$ cat src/rtl/instr_encoder.sv
// RV32I instruction encoder / program loader: packs fields + immediate into a word,
// buffers it in a 2-entry FIFO and streams it to instruction memory.
// Ports: clk, rst_n (async, active low), clear (sync flush)
//   in_*  : valid/ready field input (fmt, opcode, rd, rs1, rs2, funct3, funct7, imm)
//   mem_* : write port (we/ready handshake, auto-incrementing word address, data)
//   wr_count : completed writes since reset/clear (saturating)
//   err_pulse/err_count : rejected inputs; active only with IMM_RANGE_CHECK_EN defined
module instr_encoder #(
    parameter int                 ADDR_W    = 10,
    parameter logic [ADDR_W-1:0]  BASE_ADDR = '0
) (
    input  logic              clk,
    input  logic              rst_n,
    input  logic              clear,
    input  logic              in_valid,
    output logic              in_ready,
    input  logic [2:0]        in_fmt,
    input  logic [6:0]        in_opcode,
    input  logic [4:0]        in_rd,
    input  logic [4:0]        in_rs1,
    input  logic [4:0]        in_rs2,
    input  logic [2:0]        in_funct3,
    input  logic [6:0]        in_funct7,
    input  logic [31:0]       in_imm,
    output logic              mem_we,
    input  logic              mem_ready,
    output logic [ADDR_W-1:0] mem_addr,
    output logic [31:0]       mem_wdata,
    output logic [ADDR_W:0]   wr_count,
    output logic              err_pulse,
    output logic [7:0]        err_count
);

    localparam logic [2:0] FMT_I = 3'b000;
    localparam logic [2:0] FMT_S = 3'b001;
    localparam logic [2:0] FMT_B = 3'b010;
    localparam logic [2:0] FMT_J = 3'b011;
    localparam logic [2:0] FMT_U = 3'b100;
    localparam logic [2:0] FMT_R = 3'b101;

    localparam logic [31:0]     NOP   = 32'h0000_0013;
    localparam logic [ADDR_W-1:0] ADDR_ONE = {{(ADDR_W-1){1'b0}}, 1'b1};
    localparam logic [ADDR_W:0]   CNT_ONE  = {{ADDR_W{1'b0}}, 1'b1};

    logic [31:0]       w_word;
    logic              w_ok;
    logic              w_accept;
    logic              w_push;
    logic              w_pop;

    logic [31:0]       r_buf0;
    logic [31:0]       r_buf1;
    logic              r_wr_ptr;
    logic              r_rd_ptr;
    logic [1:0]        r_count;
    logic [ADDR_W-1:0] r_addr;
    logic [ADDR_W:0]   r_wr_count;

    // ---------------- encode ----------------
    always_comb begin
        w_word = NOP;
        case (in_fmt)
            FMT_I: w_word = {in_imm[11:0], in_rs1, in_funct3, in_rd, in_opcode};
            FMT_S: w_word = {in_imm[11:5], in_rs2, in_rs1, in_funct3,
                             in_imm[4:0], in_opcode};
            FMT_B: w_word = {in_imm[12], in_imm[10:5], in_rs2, in_rs1, in_funct3,
                             in_imm[4:1], in_imm[11], in_opcode};
            FMT_J: w_word = {in_imm[20], in_imm[10:1], in_imm[11], in_imm[19:12],
                             in_rd, in_opcode};
            FMT_U: w_word = {in_imm[31:12], in_rd, in_opcode};
            FMT_R: w_word = {in_funct7, in_rs2, in_rs1, in_funct3, in_rd, in_opcode};
            default: w_word = NOP;
        endcase
    end

`ifdef IMM_RANGE_CHECK_EN
    // Immediate must be representable in the field it is packed into.
    always_comb begin
        w_ok = 1'b0;
        case (in_fmt)
            FMT_I, FMT_S: w_ok = (&in_imm[31:11]) || !(|in_imm[31:11]);
            FMT_B: w_ok = ((&in_imm[31:12]) || !(|in_imm[31:12])) && !in_imm[0];
            FMT_J: w_ok = ((&in_imm[31:20]) || !(|in_imm[31:20])) && !in_imm[0];
            FMT_U: w_ok = (in_imm[11:0] == 12'h000);
            FMT_R: w_ok = 1'b1;
            default: w_ok = 1'b0;
        endcase
    end
`else
    assign w_ok = 1'b1;
`endif

    // ---------------- handshakes ----------------
    assign in_ready = !clear && (r_count != 2'd2);
    assign w_accept = in_valid && in_ready;
    assign w_push   = w_accept && w_ok;
    assign mem_we   = (r_count != 2'd0);
    // clear wins over a same-cycle write completion
    assign w_pop    = mem_we && mem_ready && !clear;

    // ---------------- FIFO ----------------
    always_ff @(posedge clk or negedge rst_n) begin
        if (!rst_n) begin
            r_buf0   <= '0;
            r_buf1   <= '0;
            r_wr_ptr <= 1'b0;
            r_rd_ptr <= 1'b0;
            r_count  <= 2'd0;
        end else if (clear) begin
            r_wr_ptr <= 1'b0;
            r_rd_ptr <= 1'b0;
            r_count  <= 2'd0;
        end else begin
            if (w_push) begin
                if (r_wr_ptr) r_buf1 <= w_word;
                else          r_buf0 <= w_word;
                r_wr_ptr <= ~r_wr_ptr;
            end
            if (w_pop) r_rd_ptr <= ~r_rd_ptr;
            case ({w_push, w_pop})
                2'b10:   r_count <= r_count + 2'd1;
                2'b01:   r_count <= r_count - 2'd1;
                default: r_count <= r_count;
            endcase
        end
    end

    assign mem_wdata = r_rd_ptr ? r_buf1 : r_buf0;

    // ---------------- address / write count ----------------
    always_ff @(posedge clk or negedge rst_n) begin
        if (!rst_n) begin
            r_addr     <= BASE_ADDR;
            r_wr_count <= '0;
        end else if (clear) begin
            r_addr     <= BASE_ADDR;
            r_wr_count <= '0;
        end else if (w_pop) begin
            r_addr <= r_addr + ADDR_ONE;
            if (r_wr_count != '1) r_wr_count <= r_wr_count + CNT_ONE;
        end
    end

    assign mem_addr = r_addr;
    assign wr_count = r_wr_count;

    // ---------------- error reporting ----------------
`ifdef IMM_RANGE_CHECK_EN
    logic       r_err_pulse;
    logic [7:0] r_err_count;

    always_ff @(posedge clk or negedge rst_n) begin
        if (!rst_n) begin
            r_err_pulse <= 1'b0;
            r_err_count <= 8'd0;
        end else if (clear) begin
            r_err_pulse <= 1'b0;
        end else begin
            r_err_pulse <= w_accept && !w_ok;
            if (w_accept && !w_ok && r_err_count != 8'hFF)
                r_err_count <= r_err_count + 8'd1;
        end
    end

    assign err_pulse = r_err_pulse;
    assign err_count = r_err_count;
`else
    assign err_pulse = 1'b0;
    assign err_count = 8'd0;
`endif

endmodule

$ cat config.mk
export PLATFORM = sky130hd
export DESIGN_NAME = instr_encoder
export DESIGN_NICKNAME = d
export VERILOG_FILES = /design/src/rtl/instr_encoder.sv
export SDC_FILE = /design/constraint.sdc
export NUM_CORES = 1
export LEC_CHECK = 0
export CAP_MARGIN = 15
export CELL_PAD_IN_SITES_DETAIL_PLACEMENT = 1
export CELL_PAD_IN_SITES_GLOBAL_PLACEMENT = 2
export CORE_ASPECT_RATIO = 1.2
export CORE_UTILIZATION = 32
export CTS_CLUSTER_DIAMETER = 60
export DETAILED_ROUTE_END_ITERATION = 16
export HOLD_SLACK_MARGIN = 0.06
export MAX_ROUTING_LAYER = met4
export PLACE_DENSITY_LB_ADDON = 0.1
export SLEW_MARGIN = 40
export SYNTH_ARGS = -nofsm -noshare
export SYNTH_HDL_FRONTEND = slang
export SYNTH_SLANG_ARGS = --single-unit
export TNS_END_PERCENT = 5
$ cat constraint.sdc
create_clock -name clk -period 4.3 [get_ports clk]
set_input_delay 0.43 -clock clk [delete_from_list [all_inputs] [get_ports clk]]
set_output_delay 0.43 -clock clk [all_outputs]
set_load 0.005 [all_outputs]
# Yosys cells after proc, flatten, opt, wreduce, memory -nomap -nowiden
# Index checks and enable logic that the tools add are counted.
# W data, S select, Z words.
[word_totals]
reg_bits = 89
mem_count = 0
inputBits = 72
wordCells = 50
latch_bits = 0
mem_bits_rw = 0
romBits = 0
[op_classes]
bitwise = 3
shift = 0
reduce_logical = 14
addsub = 4
n_mux = 13
div = 0
n_eq_ne = 9
mul = 0
magnitude_cmp = 0
[op_table]
columns = ["cell", "count"]
rows = [
  ["$pmux W32 S6", 1],
  ["$mux W11", 3],
  ["$mux W32", 1],
  ["$mux W10", 2],
  ["$add A11 B1 Y11 const B", 1],
  ["$ne A11 B11 Y1 const B", 1],
  ["$add A10 B1 Y10 const B", 1],
  ["$reduce_bool A2 Y1", 4],
  ["$eq A3 B2 Y1 const B", 2],
  ["$eq A3 B3 Y1 const B", 2],
  ["$reduce_and A3 Y1", 2],
  ["$logic_and A1 B1 Y1", 4],
  ["$mux W1", 4],
  ["$pmux W2 S2", 1],
  ["$eq A3 B1 Y1 const B", 1],
  ["$logic_not A3 Y1", 1],
  ["$not A1 Y1", 3],
  ["$reduce_bool A3 Y1", 1],
  ["$add A2 B1 Y2 const B", 1],
  ["$eq A2 B1 Y1 const B", 1],
  ["$eq A2 B2 Y1 const B", 1],
  ["$mux W2", 1],
  ["$ne A2 B2 Y1 const B", 1],
  ["$reduce_and A2 Y1", 1],
  ["2 further kinds", 2],
]

# Logic depth before layout (Yosys ltp)
# Gate-level depths: netlist (run 1).
[logic_depth]
depth_word = 6
depth_mapped = 7
depth_no_buf = 5

# Worst setup path before layout (run 1)
# No wires, ideal clock.
[synth_path]
path_type = "input to register"
start = "input port in_fmt[0]"
end = "register r_buf0[25]"
stages = 6
setup_slack_ps = 2510
setup_time_ps = 125
path_buffers = 3
t_arrival_ps = 1665
cell_sequence = "clkbuf_1 buf_2 buf_2 mux2i_1 o2bb2ai_1 mux2_2"
[synth_via]
elab_chain_len = 2
elab_cells_between_ends = 7
classes_between = "eq/ne (5); mux (1); reduce/logical (1)"
[synth_rtl]
columns = ["element", "line", "source"]
rows = [
  ["from (decl)", "17", "input logic [2:0] in_fmt,"],
  ["$eq A3 B3 Y1 (tied with other cells)", "62", "case (in_fmt)"],
  ["$pmux W32 S6 *", "62", ""],
  ["to (signal assigned)", "116", "else r_buf0 <= w_word;"],
  ["to (decl)", "51", "logic [31:0] r_buf0;"],
]
# Every way passes the cells marked *; elsewhere a longest branch is shown, timed or not.
# A chain may end at the register's enable or synchronous reset.

# Worst setup path in the final report (run 1)
[layout_path]
start = "register r_rd_ptr"
end = "output port mem_wdata[19]"
[layout_via]
elab_chain_len = 1
[layout_rtl]
columns = ["element", "line", "source"]
rows = [
  ["from (decl)", "54", "logic r_rd_ptr;"],
  ["from (signal assigned)", "119", "if (w_pop) r_rd_ptr <= ~r_rd_ptr;"],
  ["$mux W32", "128", "assign mem_wdata = r_rd_ptr ? r_buf1 : r_buf0;"],
  ["to (decl)", "28", "output logic [31:0] mem_wdata,"],
]
# Every way passes these cells.

==> impl_metrics.toml, run 1 <==
[run_status]
run_status = "complete, no violations"

[logic_synthesis]
synth.most_common_cell = "dfrtp_1"
synthArstFlopShare_pct = 100.0
post_synth_main_area_contributors = "dfrtp_1 45%, mux2_2 12%, a21oi_1 6.1%"
synthDistinctLibCells = 49
synth_commonest_cells = "89 x dfrtp_1, 60 x a21oi_1, 54 x mux2_2"
synthFlopType = "dfrtp_1"
yosysTopAreaCell = "dfrtp_1"
synth-seq-cells = 89
synth_edf_count = 0
yosysWarnings = 0
synth-seq-area-share_pct = 45.44
synthCells = 497
syn_area_um2 = 4901
netlist.area_leader.share_pct = 45.44
syn_area_per_cell_um2 = 9.861

[die]
coreArea_um2 = 14960
die-area_um2 = 15820
dieHeight_um = 137.6
start_util_pct = 32.76
die_w_um = 115.0
ios = 136
num_rows = 49

[pwr]
p_leak_nw = 2.624
intPower_w = 0.001948
p_clk_share_pct = 32.1
ir_drop_uv = 200.5
pwr-share-seq_pct = 41.7
p_comb_share_pct = 26.2
net-switching-power_w = 0.0007346
p_sw_share_pct = 27.38
p_per_area_nw_per_um2 = 401.9
power_w = 0.002683

[clock_network]
cts_hold_buffers = 0
h-tree-depth = 3
clk_pin_slew_ns = 0.07
cts_setup_buffers = 0
cts_tree = "done"
cts.sink_count = 89
clk_path_buf_depth = 2
cts_root_buf = "clkbuf_16"
cts_buffers = 9
clk_latency_ns = 0.34
postCtsResizedCells = 0

[routing]
dr.pass1.iters = 4
wl_um = 14330
antenna_left = 0
wl_per_cell_um = 17.47
via_count = 4197
drcViolationCount = 0
drt_iter0_drc = 190
vias_per_cell = 5.118

[global_route]
grt_pass1_wl_um = 23050
grt_max_degree = 60
grt_pass1_vias = 4509
track_usage_pct = 19.47
overflow = 0
antenna_found_initial = 0

[placement]
place_congestion = 0.7658
numPortBuffers = 126
place_ws_ns = 1.578
dp_hpwl_um = 10230

[min_path]
hold_path.class = "input pin to asynchronous set/reset pin"

[timing]
whs_ns = 0.06367
rsz0062_at_grt = "false"
setup_ws_ns = 1.869
max_slew_margin_pct = 57.39
period_share_pct = 56.54
fmax_mhz = 411.3
maxSlewViolCount = 0
tightest_slew_ns = 0.6379
hold_viol_final = 0
finalCriticalPeriod_ns = 2.431
worst_clock_skew_ns = 0.005854
setup_viol = 0
tns_ns = 0

[layout]
drive_above_1_share_pct = 15.91
final_nets = 685
n_antenna_cell = 0
syn2layout_area_growth_pct = 36.20

[flow_run]
drv_cap = 0

[critical_path]
cp.arrival_ns = 2.00
startpoint_type = "flip-flop"
cp-end-kind = "output port"
critical_path_class = "flip-flop to output port"
rr_worst_depth = 5
critPathMaxFanout = 37
cp.required_ns = 3.87
[critical path, stage by stage (launching register included)]
cell,delay (ns)
dfrtp_4,0.78
mux2_2,0.42
clkdlybuf4s50_1,0.45
[sequential cells by signal (all words and copies together), names as in the netlist]
signal,cells
mem_addr,10
r_buf0,32
r_buf1,32
r_count,2
r_rd_ptr,1
r_wr_ptr,1
wr_count,11
[cell usage in the layout, fill, tap and decap left out, types with 2 or more instances in the layout]
cell type        Yosys  routed
nand4_1              5       5
mux2i_1             14      14
nor2_1              51      51
o2bb2ai_1            6       6
nand2b_1             3       3
xor2_1               6       6
nor3_1               2       2
or4_1                2       2
buf_4               11      15
ha_1                 2       2
conb_1               1       9
nand2_1             16      16
a22oi_1              9       9
bufinv_16            0       2
inv_6                0       2
dfrtp_1             89      88
a211oi_1             8       8
a31oi_1             13      13
a221oi_1             4       4
o22a_1               8       8
o21a_1               2       2
o21ai_0             19      19
or2_2                2       2
clkdlybuf4s50_1      0     123
o41ai_1              3       2
mux2_2              54      54
a21oi_1             60      60
inv_1               14      14
nor2b_1             17      17
or3_1                3       3
clkinv_4             0       2
xnor2_1              5       5
and3_1               2       2
nand3_1             16      16
clkbuf_16            0       9
[metal layers]
| metal | global-route usage [%] | routed length, µm | share of wire [%] | vias to the layer above |
|---|---|---|---|---|
| li1 | - | - | - | 2002 |
| met2 | 33.37 | 7260 | 51 | 90 |
| met4 | 6.133 | 172 | 1.2 | 0 |
| met1 | 23.31 | 6280 | 44 | 2094 |
| met5 | - | 0 | 0 | - |
| met3 | 3.300 | 612 | 4.3 | 11 |
[through the flow]
stage	std cells	area, µm²	util, %
floorplan	505	4931	-
detailed placement	804	6330	42.31
global route	820	6675	44.62
global placement	800	6292	42.06
finish	820	6675	44.62
CTS	820	6658	44.50
[power by group through the flow]
| stage | clock (W) | sequential [W] | combinational (W) |
|---|---|---|---|
| after floorplan | 0 | 0.00109 | 0.000378 |
| after global placement | 0 | 0.00112 | 0.000689 |
| after detailed placement | 0 | 0.00114 | 0.000710 |
| after CTS | 0.000890 | 0.00112 | 0.000718 |
| after global routing | 0.000921 | 0.00114 | 0.000773 |
| final | 0.000861 | 0.00112 | 0.000702 |
[layout make-up]
class,count,area [µm²]
fill,1730,8284
multi-input combinational,358,2454
sequential,89,2231
timing repair buffer,139,1355
tap,204,255.2
clock buffer,9,225.2
clock inverter,7,102.6
inverter,14,52.55
[final timing paths]
path / start / to / slack, ns
max: r_rd_ptr / mem_wdata[19] / 1.87
min: rst_n / wr_count[9] / 0.06
max reg2reg: r_count[1] / r_buf1[29] / 2.23
min reg2reg: r_buf1[24] / r_buf1[24] / 0.51
max in group asynchronous: rst_n / r_rd_ptr / 3.35
min in group clk: r_buf1[24] / r_buf1[24] / 0.51
[logic make-up after synthesis]
family                     synth area share (%)
buffers and inverters                     5.693
AOI/OAI and AO/OA                         17.85
xor gates and xnor gates                  1.966
DFF                                       45.44
other                                   0.07652
adders and majority gates                0.5105
and+or+nand+nor                           13.20
muxes                                     15.27
Power figures use the tool's default switching activity.
==> run 2, diff against run 1 <==
CORE_UTILIZATION = 26   (was 32)
clock period = 2.2 ns   (was 4.3 ns; I/O delays follow)
==> impl_metrics.toml, run 2 (synthesized netlist as in run 1, its figures left out) <==
[pwr]
ir_drop_uv = 347.8
p_per_area_nw_per_um2 = 763.5
p_leak_nw = 2.675

[layout]
final_nets = 694
final_cell_mix = "123 x clkdlybuf4s50_1, 88 x dfrtp_1, 60 x a21oi_1, 54 x mux2_2, 51 x nor2_1"
drive_above_1_share_pct = 16.64
syn2layout_area_growth_pct = 39.16
postLayoutCellArea_um2 = 6820
n_antenna_cell = 0
final_common_cell = "clkdlybuf4s50_1"

[routing]
vias_per_cell = 4.783
dr.pass1.iters = 4
wl_per_cell_um = 17.25
antenna_left = 0
via_count = 4195
wl_um = 15130
drt_iter0_drc = 95
drcViolationCount = 0

[clock_network]
cts.sink_count = 89
clk_path_buf_depth = 2
cts_buffers = 9
clk_pin_slew_ns = 0.06
h-tree-depth = 3
clk_latency_ns = 0.34
cts_setup_buffers = 0
cts_tree = "done"
cts_root_buf = "clkbuf_16"

[critical_path]
crit_family = "buffers and inverters"
cp.arrival_ns = 1.83
r2r_start = "wr_count[8]"
timing.rr.end = "wr_count[7]"
cp-end-kind = "output port"
rrSetupSlack_ns = 0.32
critical_path_class = "flip-flop to output port"
slowest_stage = "clkdlybuf4s50_1"
critPathMaxFanout = 36
slowest_delay_ns = 0.49
startpoint = "r_rd_ptr"
cp.required_ns = 1.98
cp_num_buf_inv = 2
crit_chain = "buf_12 > mux2_2 > clkdlybuf4s50_1"
crit_path_end = "mem_wdata[20]"
startpoint_type = "flip-flop"
crit_cells = 3
rr_worst_depth = 4

[timing]
finalCriticalPeriod_ns = 2.053
rsz0062_at_grt = "false"
maxSlewViolCount = 0
whs_ns = 0.4117
period_share_pct = 93.31
tightest_slew_ns = 0.5656
tns_ns = 0
max_slew_margin_pct = 62.30
fmax_mhz = 487.1
hold_viol_final = 0
worst_clock_skew_ns = 0.005727
setup_viol = 0
setup_ws_ns = 0.1472

[die]
num_rows = 54
die_w_um = 127.3
dieHeight_um = 152.4
start_util_pct = 26.77
coreArea_um2 = 18310
die-area_um2 = 19410
ios = 136

[placement]
dp_hpwl_um = 11130
place_congestion = 0.7701
place_ws_ns = 0.2281
numPortBuffers = 126
dpl_cell_area_um2 = 6492

[run_status]
run_status = "complete, no violations"

[min_path]
hold_path.class = "input pin to asynchronous set/reset pin"

[flow_run]
drv_cap = 0

[global_route]
grt_max_degree = 42
track_usage_pct = 16.95
grt_pass1_wl_um = 24890
antenna_found_initial = 0
grt_pass1_vias = 4623
overflow = 0
-- run 2: power breakdown --
part	internal [W]	switching, W	leakage (nW)	total, W
Combinational	0.000836	0.000579	1.42	0.00141
Clock	0.000934	0.000702	0.153	0.00164
Sequential	0.00198	0.000176	1.10	0.00216
-- run 2: how the worst min path moves through the flow --
stage | to | slack (ns) | cells past startpoint | start
final | r_buf1[16] | 0.41 | 2 | rst_n
after detailed placement | r_buf1[16] | 0.25 | 1 | rst_n
after global placement | r_buf1[16] | 0.24 | 1 | rst_n
after global routing | r_buf1[15] | 0.45 | 2 | rst_n
after CTS | r_buf1[18] | 0.42 | 2 | rst_n
after floorplan | mem_addr[0] | -0.08 | 0 | rst_n
-- run 2: layout make-up --
cell class | count | area, µm²
clock buffer | 11 | 242.7
clock inverter | 5 | 67.56
fill | 2044 | 11490
inverter | 14 | 52.55
multi-input combinational | 358 | 2447
sequential | 89 | 2228
tap | 252 | 315.3
timing repair buffer | 148 | 1466
-- run 2: stage by stage --
| step | power (W) | utilization, % | cells |
|---|---|---|---|
| 6_report | 0.005207 | 37.25 | 877 |
| 5_1_grt | 0.005542 | 37.25 | 877 |
| 4_1_cts | 0.005316 | 37.21 | 877 |
| 3_5_place_dp | 0.003635 | 35.46 | 860 |
| 3_3_place_gp | 0.003580 | 35.46 | 860 |
| 2_1_floorplan | 0.002869 | - | 505 |
-- run 2: metal layers --
metal	track usage, %	vias up	routed length (µm)
met1	19.22	2074	6480
met5	-	-	0
met4	4.762	0	211
li1	-	2020	-
met2	30.18	84	7954
met3	3.055	17	480
-- run 2: timing repair --
| action | in CTS | in global routing |
|---|---|---|
| hold buffers | 1 | 0 |
| gates resized for setup | 0 | 0 |
| hold endpoints to repair | 35 | 0 |
